### src/rtl/rom_fetch_seq.sv
// Burst read sequencer for a chip-select ROM: strobes CS once per word and
// streams each fetched word downstream over valid/ready with a last-word flag.
module rom_fetch_seq #(
  parameter int ADDR_W = 4,
  parameter int DATA_W = 16,
  parameter int CNT_W  = 5
) (
  input  logic              clk,
  input  logic              rst_n,
  input  logic              start,
  input  logic [ADDR_W-1:0] start_addr,
  input  logic [CNT_W-1:0]  count,
  output logic              busy,
  output logic              done,
  output logic [ADDR_W-1:0] rom_addr,
  output logic              rom_cs,
  input  logic [DATA_W-1:0] rom_data,
  output logic [DATA_W-1:0] out_data,
  output logic              out_valid,
  input  logic              out_ready,
  output logic              out_last
);

  typedef enum logic [2:0] {
    IDLE    = 3'd0,
    SETUP   = 3'd1,
    STROBE  = 3'd2,
    LATCH   = 3'd3,
    PRESENT = 3'd4,
    FINISH  = 3'd5
  } state_t;

  state_t              state_q, state_d;
  logic [ADDR_W-1:0]   addr_q, addr_d;
  logic                cs_q, cs_d;
  logic [CNT_W-1:0]    rem_q, rem_d;
  logic [DATA_W-1:0]   data_q, data_d;
  logic                valid_q, valid_d;
  logic                last_q, last_d;

  always_ff @(posedge clk or negedge rst_n) begin
    if (!rst_n) begin
      state_q <= IDLE;
      addr_q  <= '0;
      cs_q    <= 1'b1;
      rem_q   <= '0;
      data_q  <= '0;
      valid_q <= 1'b0;
      last_q  <= 1'b0;
    end else begin
      state_q <= state_d;
      addr_q  <= addr_d;
      cs_q    <= cs_d;
      rem_q   <= rem_d;
      data_q  <= data_d;
      valid_q <= valid_d;
      last_q  <= last_d;
    end
  end

  always_comb begin
    state_d = state_q;
    addr_d  = addr_q;
    cs_d    = 1'b1;
    rem_d   = rem_q;
    data_d  = data_q;
    valid_d = valid_q;
    last_d  = last_q;
    case (state_q)
      IDLE: begin
        if (start) begin
          if (count != '0) begin
            state_d = SETUP;
            addr_d  = start_addr;
            rem_d   = count;
          end else begin
            state_d = FINISH;
          end
        end
      end
      // CS is registered, so it is requested here to be low during STROBE.
      SETUP: begin
        state_d = STROBE;
        cs_d    = 1'b0;
      end
      STROBE: state_d = LATCH;
      LATCH: begin
        data_d  = rom_data;
        valid_d = 1'b1;
        last_d  = (rem_q == CNT_W'(1));
        state_d = PRESENT;
      end
      PRESENT: begin
        if (out_ready) begin
          valid_d = 1'b0;
          last_d  = 1'b0;
          rem_d   = rem_q - CNT_W'(1);
          if (rem_q == CNT_W'(1)) begin
            state_d = FINISH;
          end else begin
            addr_d  = addr_q + ADDR_W'(1);
            state_d = SETUP;
          end
        end
      end
      FINISH:  state_d = IDLE;
      default: state_d = IDLE;
    endcase
  end

  assign busy      = (state_q != IDLE);
  assign done      = (state_q == FINISH);
  assign rom_addr  = addr_q;
  assign rom_cs    = cs_q;
  assign out_data  = data_q;
  assign out_valid = valid_q;
  assign out_last  = last_q;

endmodule
### config.mk
export PLATFORM = sky130hd
export DESIGN_NAME = rom_fetch_seq
export DESIGN_NICKNAME = d
export VERILOG_FILES = /design/src/rtl/rom_fetch_seq.sv
export SDC_FILE = /design/constraint.sdc
export NUM_CORES = 1
export LEC_CHECK = 0
export ABC_CLOCK_PERIOD_IN_PS = 1400
export CAP_MARGIN = 20
export CORE_UTILIZATION = 42
export CTS_BUF_LIST = sky130_fd_sc_hd__clkbuf_8
export CTS_CLUSTER_DIAMETER = 50
export CTS_CLUSTER_SIZE = 24
export DETAILED_ROUTE_END_ITERATION = 8
export PLACE_DENSITY_LB_ADDON = 0.08
export SLEW_MARGIN = 10
export SYNTH_ARGS = -nofsm -noshare
export SYNTH_HDL_FRONTEND = slang
export SYNTH_SLANG_ARGS = --single-unit
### constraint.sdc
create_clock -name clk -period 1.4 [get_ports clk]
set_input_delay 0.28 -clock clk [delete_from_list [all_inputs] [get_ports clk]]
set_output_delay 0.28 -clock clk [all_outputs]
set_load 0.005 [all_outputs]
# [Word level (Yosys, flattened, before mapping)]
# Index checks and enable logic that the tools add are counted.
[word_totals] output_inout_bits=25 ff_bits=31 input_bits=29 word_cells=46
[op_classes] eq_ne=10 muxes=18 n_reduce_logical=9 n_addsub=2
[op_table] operator="$mux W4" n=4
[op_table] operator="$mux W5" n=3
[op_table] operator="$pmux W3 S5" n=1
[op_table] operator="$mux W3" n=4
[op_table] operator="$pmux W5 S2" n=1
[op_table] operator="$ne A2 B2 Y1 const B" n=4
[op_table] operator="$pmux W4 S2" n=1
[op_table] operator="$eq A3 B2 Y1 const B" n=2
[op_table] operator="$eq A3 B3 Y1 const B" n=2
[op_table] operator="$eq A5 B1 Y1 const B" n=1
[op_table] operator="$reduce_and A5 Y1" n=1
[op_table] operator="$reduce_bool A5 Y1" n=1
[op_table] operator="$sub A5 B1 Y5 const B" n=1
[op_table] operator="$add A4 B1 Y4 const B" n=1
[op_table] operator="$pmux W1 S2" n=2
[op_table] operator="$reduce_and A2 Y1" n=2
[op_table] operator="$reduce_and A4 Y1" n=1
[op_table] operator="$reduce_bool A2 Y1" n=2
[op_table] operator="$eq A3 B1 Y1 const B" n=1
[op_table] operator="$logic_not A3 Y1" n=1
[op_table] operator="$reduce_bool A3 Y1" n=1
[op_table] operator="$mux W1" n=2

# [Logic depth before layout (Yosys ltp)]
[depth] ltp_word=4 mapped_depth=7 ltp_nobuf=6

# [Least setup slack after synthesis]
# Ideal clock, no wire load.
[synth_path] kind="register -> register" from="register rem_q[1]" to="register addr_q[0], in the netlist rom_addr[0]" stages_incl_launch_ff=7 setup_slack_ns=-0.180 setup_ns=0.079 period_less_slack_ns=1.580 t_arrival_ns=1.500 cell_sequence="dfrtp_1 inv_1 ha_1 or4b_1 nand3_1 and2_4 mux2i_1"
[synth_between] elab_chain_len=3
[synth_rtl] element="from (decl)" line_no="36" text="logic [CNT_W-1:0] rem_q, rem_d;"
[synth_rtl] element="from (signal assigned)" line_no="54" text="rem_q <= rem_d;"
[synth_rtl] element="$eq A5 B1 Y1" line_no="98" text="if (rem_q == CNT_W'(1)) begin"
[synth_rtl] element="$ne A2 B2 Y1 (no line)"
[synth_rtl] element="$reduce_and A5 Y1 (no line)"
[synth_rtl] element="to (signal assigned)" line_no="52" text="addr_q <= addr_d;"
[synth_rtl] element="to (decl)" line_no="34" text="logic [ADDR_W-1:0] addr_q, addr_d;"
# Every way passes these cells.
# A chain may end at the register's enable or synchronous reset.

# [Final worst setup path]
# Same ends and word-level chain as after synthesis.

==> metrics.md <==
| Metric | Value |
|---|---|
| Vias per cell | `5.18` |
| WS Path Type | `flip-flop to flip-flop` |
| Filler cells | `210` |
| Final ANT Viol Nets | `0` |
| # IOs | `54` |
| Maximum VDD drop | `0.990 mV` |
| R2r endpoint | `rom_addr[0]$_DFFE_PN0P_` |
| Initial Util | `0.446` |
| Worst-Margin Slew | `0.335 ns` |
| Via count | `1418` |
| Dpl ws | `-0.436 ns` |
| Avg Cell Area, Syn | `11.4 um^2` |
| Relative slew slack | `0.776` |
| Clock transition at path regs | `0.07 ns` |
| Layout area overhead | `72.6%` |
| Worst skew pair latency | `0.29 ns` |
| Critical Path Max Stage Delay | `0.48 ns` |
| Seq cells post-synth | `31` |
| CTS tree | `done` |
| Outcome | `complete, but fails checks` |
| CP endpoint kind | `flip-flop` |
| Drt pass-1 iters | `4` |
| Layout Skew | `0.00708 ns` |
| Total Wirelength | `4.27 mm` |
| Final hold viol count | `0` |
| Max Cap Violations | `0` |
| Dpl hpwl | `2.45 mm` |
| Fraction of layout cells with a size suffix above 1 | `0.408` |
| Hold_ws | `0.362 ns` |
| RSZ-0062 raised after global routing | `yes` |
| Tmin final | `1.66 ns` |
| H-tree levels | `2` |
| First-pass GRT wire length | `6.11 mm` |
| PwrDens | `2040 nW/um^2` |
| Nets@finish | `259` |
| Ant diodes | `0` |
| Crit path launch type | `flip-flop` |
| Largest net degree at the start of global routing | `32` |
| Syn. warnings | `0` |
| Global-route total usage across every layer | `0.224` |
| Vias in the first global route | `1382` |
| CTS root buffer | `clkbuf_8` |
| Wire length per cell | `15.6 um` |
| Congestion Overflow GR | `0` |
| Violated checks | `negative setup slack` |
| FP Rows | `21` |
| Mapped Nets | `165` |
| Clock sink total | `31` |
| Die Ht | `62.0 um` |
| Residual DRC | `0` |
| CP Cell Sequence | `inv_2, ha_4, or4b_4, nand3_4, and2_4, mux2i_1` |
| Post-DP Area | `2200 um^2` |
| Die ar. | `3850 um^2` |
| Synth cell types | `38` |
| Placeable core area | `3390 um^2` |
| Final Slew Violations | `0` |
| Reg2Reg Launch Point | `rem_q[1]$_DFFE_PN0P_` |
| Crit-path max FO | `4` |
| Initial antenna violation count | `0` |
| Worst EP required | `1.61 ns` |
| Seq/Total Area, Yosys | `0.514` |
| Final Util | `0.770` |
| Peak Freq | `602 MHz` |
| Hold Path Class | `primary input to asynchronous set/reset pin` |
| Flop2flop setup slack | `-0.26 ns` |
| FF-to-FF path depth | `6` |
| CTS Buf Count | `5` |
| Initial drt markers | `51` |
| Port buffer count | `53` |
| Routability cong. | `0.880` |
| Finished layout cell area | `2610 um^2` |
| Final worst slack | `-0.260 ns` |
| CP max stage cell | `or4b_4` |
| Post-synthesis cell area | `1510 um^2` |
| Worst Path Arrival | `1.87 ns` |
| Die width | `62.0 um` |
| Syn Inst Count | `133` |
| Power after layout | `5320 uW` |
| LEAKAGE | `0.00120 uW` |
| Final period util | `1.19` |
| Clock Path Buffers | `2` |
| Final setup violation count | `31` |
sequential cells by signal (all words and copies together), names as in the netlist:
signal and cells:
out_data 16, out_last 1, out_valid 1, rem_q 5, rom_addr 4, rom_cs 1, state_q 3
cell families after synthesis:
kind of cell             synth area share
buffers and inverters              0.0447
XOR/XNOR                          0.00579
flip-flops                          0.514
adder cells (fa/ha/maj)            0.0248
AO/OA/AOI/OAI                       0.103
multiplexers                        0.153
AND/OR/NAND/NOR                     0.155
what timing repair did:
action                     4_1_cts  5_1_grt
setup endpoints to repair       49       35
cloned                           0        1
hold buffers                     0        0
setup buffers                   16        8
resized for setup               37       32
pin swaps                       10       17
per-layer routing:
metal  track usage  wire, um  up-vias
met5             0         0        -
met4         0.111        77        0
met3        0.0600       265        8
met2         0.391      2230       61
met1         0.251      1700      686
li1              -         -      663
Yosys cell counts:
| cell | number | area share |
|---|---|---|
| a211o_1 | 2 | 0.012 |
| a211oi_1 | 1 | 0.0050 |
| a211oi_2 | 2 | 0.017 |
| a21o_1 | 1 | 0.0050 |
| a21oi_1 | 3 | 0.0099 |
| a2bb2oi_1 | 1 | 0.0058 |
| and2_4 | 1 | 0.0058 |
| and3_1 | 1 | 0.0041 |
| and3b_1 | 1 | 0.0058 |
| buf_2 | 3 | 0.0099 |
| buf_6 | 2 | 0.015 |
| clkbuf_1 | 2 | 0.0050 |
| dfrtp_1 | 30 | 0.50 |
| dfstp_2 | 1 | 0.017 |
| ha_1 | 3 | 0.025 |
| inv_1 | 6 | 0.015 |
| mux2_2 | 17 | 0.13 |
| mux2i_1 | 4 | 0.026 |
| nand2_1 | 9 | 0.022 |
| nand2b_1 | 1 | 0.0041 |
| nand3_1 | 5 | 0.017 |
| nand4_1 | 2 | 0.0083 |
| nor2_1 | 5 | 0.012 |
| nor2b_1 | 1 | 0.0041 |
| nor3_1 | 7 | 0.023 |
| nor3b_1 | 3 | 0.015 |
| o211a_1 | 1 | 0.0066 |
| o211ai_1 | 2 | 0.0099 |
| o21ai_0 | 7 | 0.023 |
| o22ai_1 | 1 | 0.0041 |
| o32ai_1 | 1 | 0.0058 |
| or2_2 | 1 | 0.0041 |
| or2b_1 | 1 | 0.0050 |
| or3_1 | 1 | 0.0041 |
| or3_4 | 1 | 0.0074 |
| or3b_2 | 1 | 0.0058 |
| or4b_1 | 1 | 0.0066 |
| xnor2_1 | 1 | 0.0058 |
layout make-up:
| class | instances | area [um^2] | area share |
|---|---|---|---|
| tap | 46 | 57.6 | 0.0220 |
| timing repair buffer | 94 | 862 | 0.330 |
| clock buffer | 6 | 82.6 | 0.0316 |
| clock inverter | 2 | 35.0 | 0.0134 |
| sequential | 31 | 779 | 0.299 |
| inverter | 6 | 22.5 | 0.00862 |
| multi-input combinational | 89 | 772 | 0.296 |
cell usage in the layout (no fill, tap or decap), types with 3 or more instances in the layout:
cell              n
nand2_1           7
buf_4            29
dfrtp_1          28
buf_6             9
nor2_1            4
o21ai_1           3
dlygate4sd2_1    20
inv_1             5
dlymetal6s2s_1    3
nand3_1           3
clkbuf_8          6
mux2_2           16
nor3_1            6
mux2i_1           4
a211oi_2          3
clkdlybuf4s50_1  28
worst max-delay path by stage:
stage / startpoint / endpoint / slack [ns]
floorplan: state_q[2]$_DFFE_PN0P_ / rom_addr[2]$_DFFE_PN0P_ / -0.17
global placement: count[3] / rem_q[3]$_DFFE_PN0P_ / -0.40
detailed placement: count[3] / rem_q[3]$_DFFE_PN0P_ / -0.44
CTS: rem_q[1]$_DFFE_PN0P_ / rom_addr[0]$_DFFE_PN0P_ / -0.22
global route: state_q[2]$_DFFE_PN0P_ / rem_q[3]$_DFFE_PN0P_ / -0.32
finish: rem_q[1]$_DFFE_PN0P_ / rom_addr[0]$_DFFE_PN0P_ / -0.26
worst max-delay path, delay by kind of cell, from the launching register on:
kind	cells	cell delay (ns)
flops	1	0.39
mux	1	0.19
fa+ha+maj	1	0.12
simple gates	3	0.79
buf+inv	1	0.09
stage by stage:
| step | std cells | setup TNS, ns |
|---|---|---|
| 5_1_grt | 274 | -4.28 |
| 3_3_place_gp | 241 | -3.37 |
| 4_1_cts | 265 | -2.39 |
| 6_report | 274 | -2.82 |
| 2_1_floorplan | 133 | -0.704 |
| 3_5_place_dp | 241 | -4.47 |
power by group:
group	internal (uW)	switching [uW]	leakage, uW
combinational	1660	1140	0.000773
clock	575	345	0.0000612
sequential	1350	248	0.000361
total	3590	1730	0.00120
No activity file was read; power rests on OpenSTA's default activity.
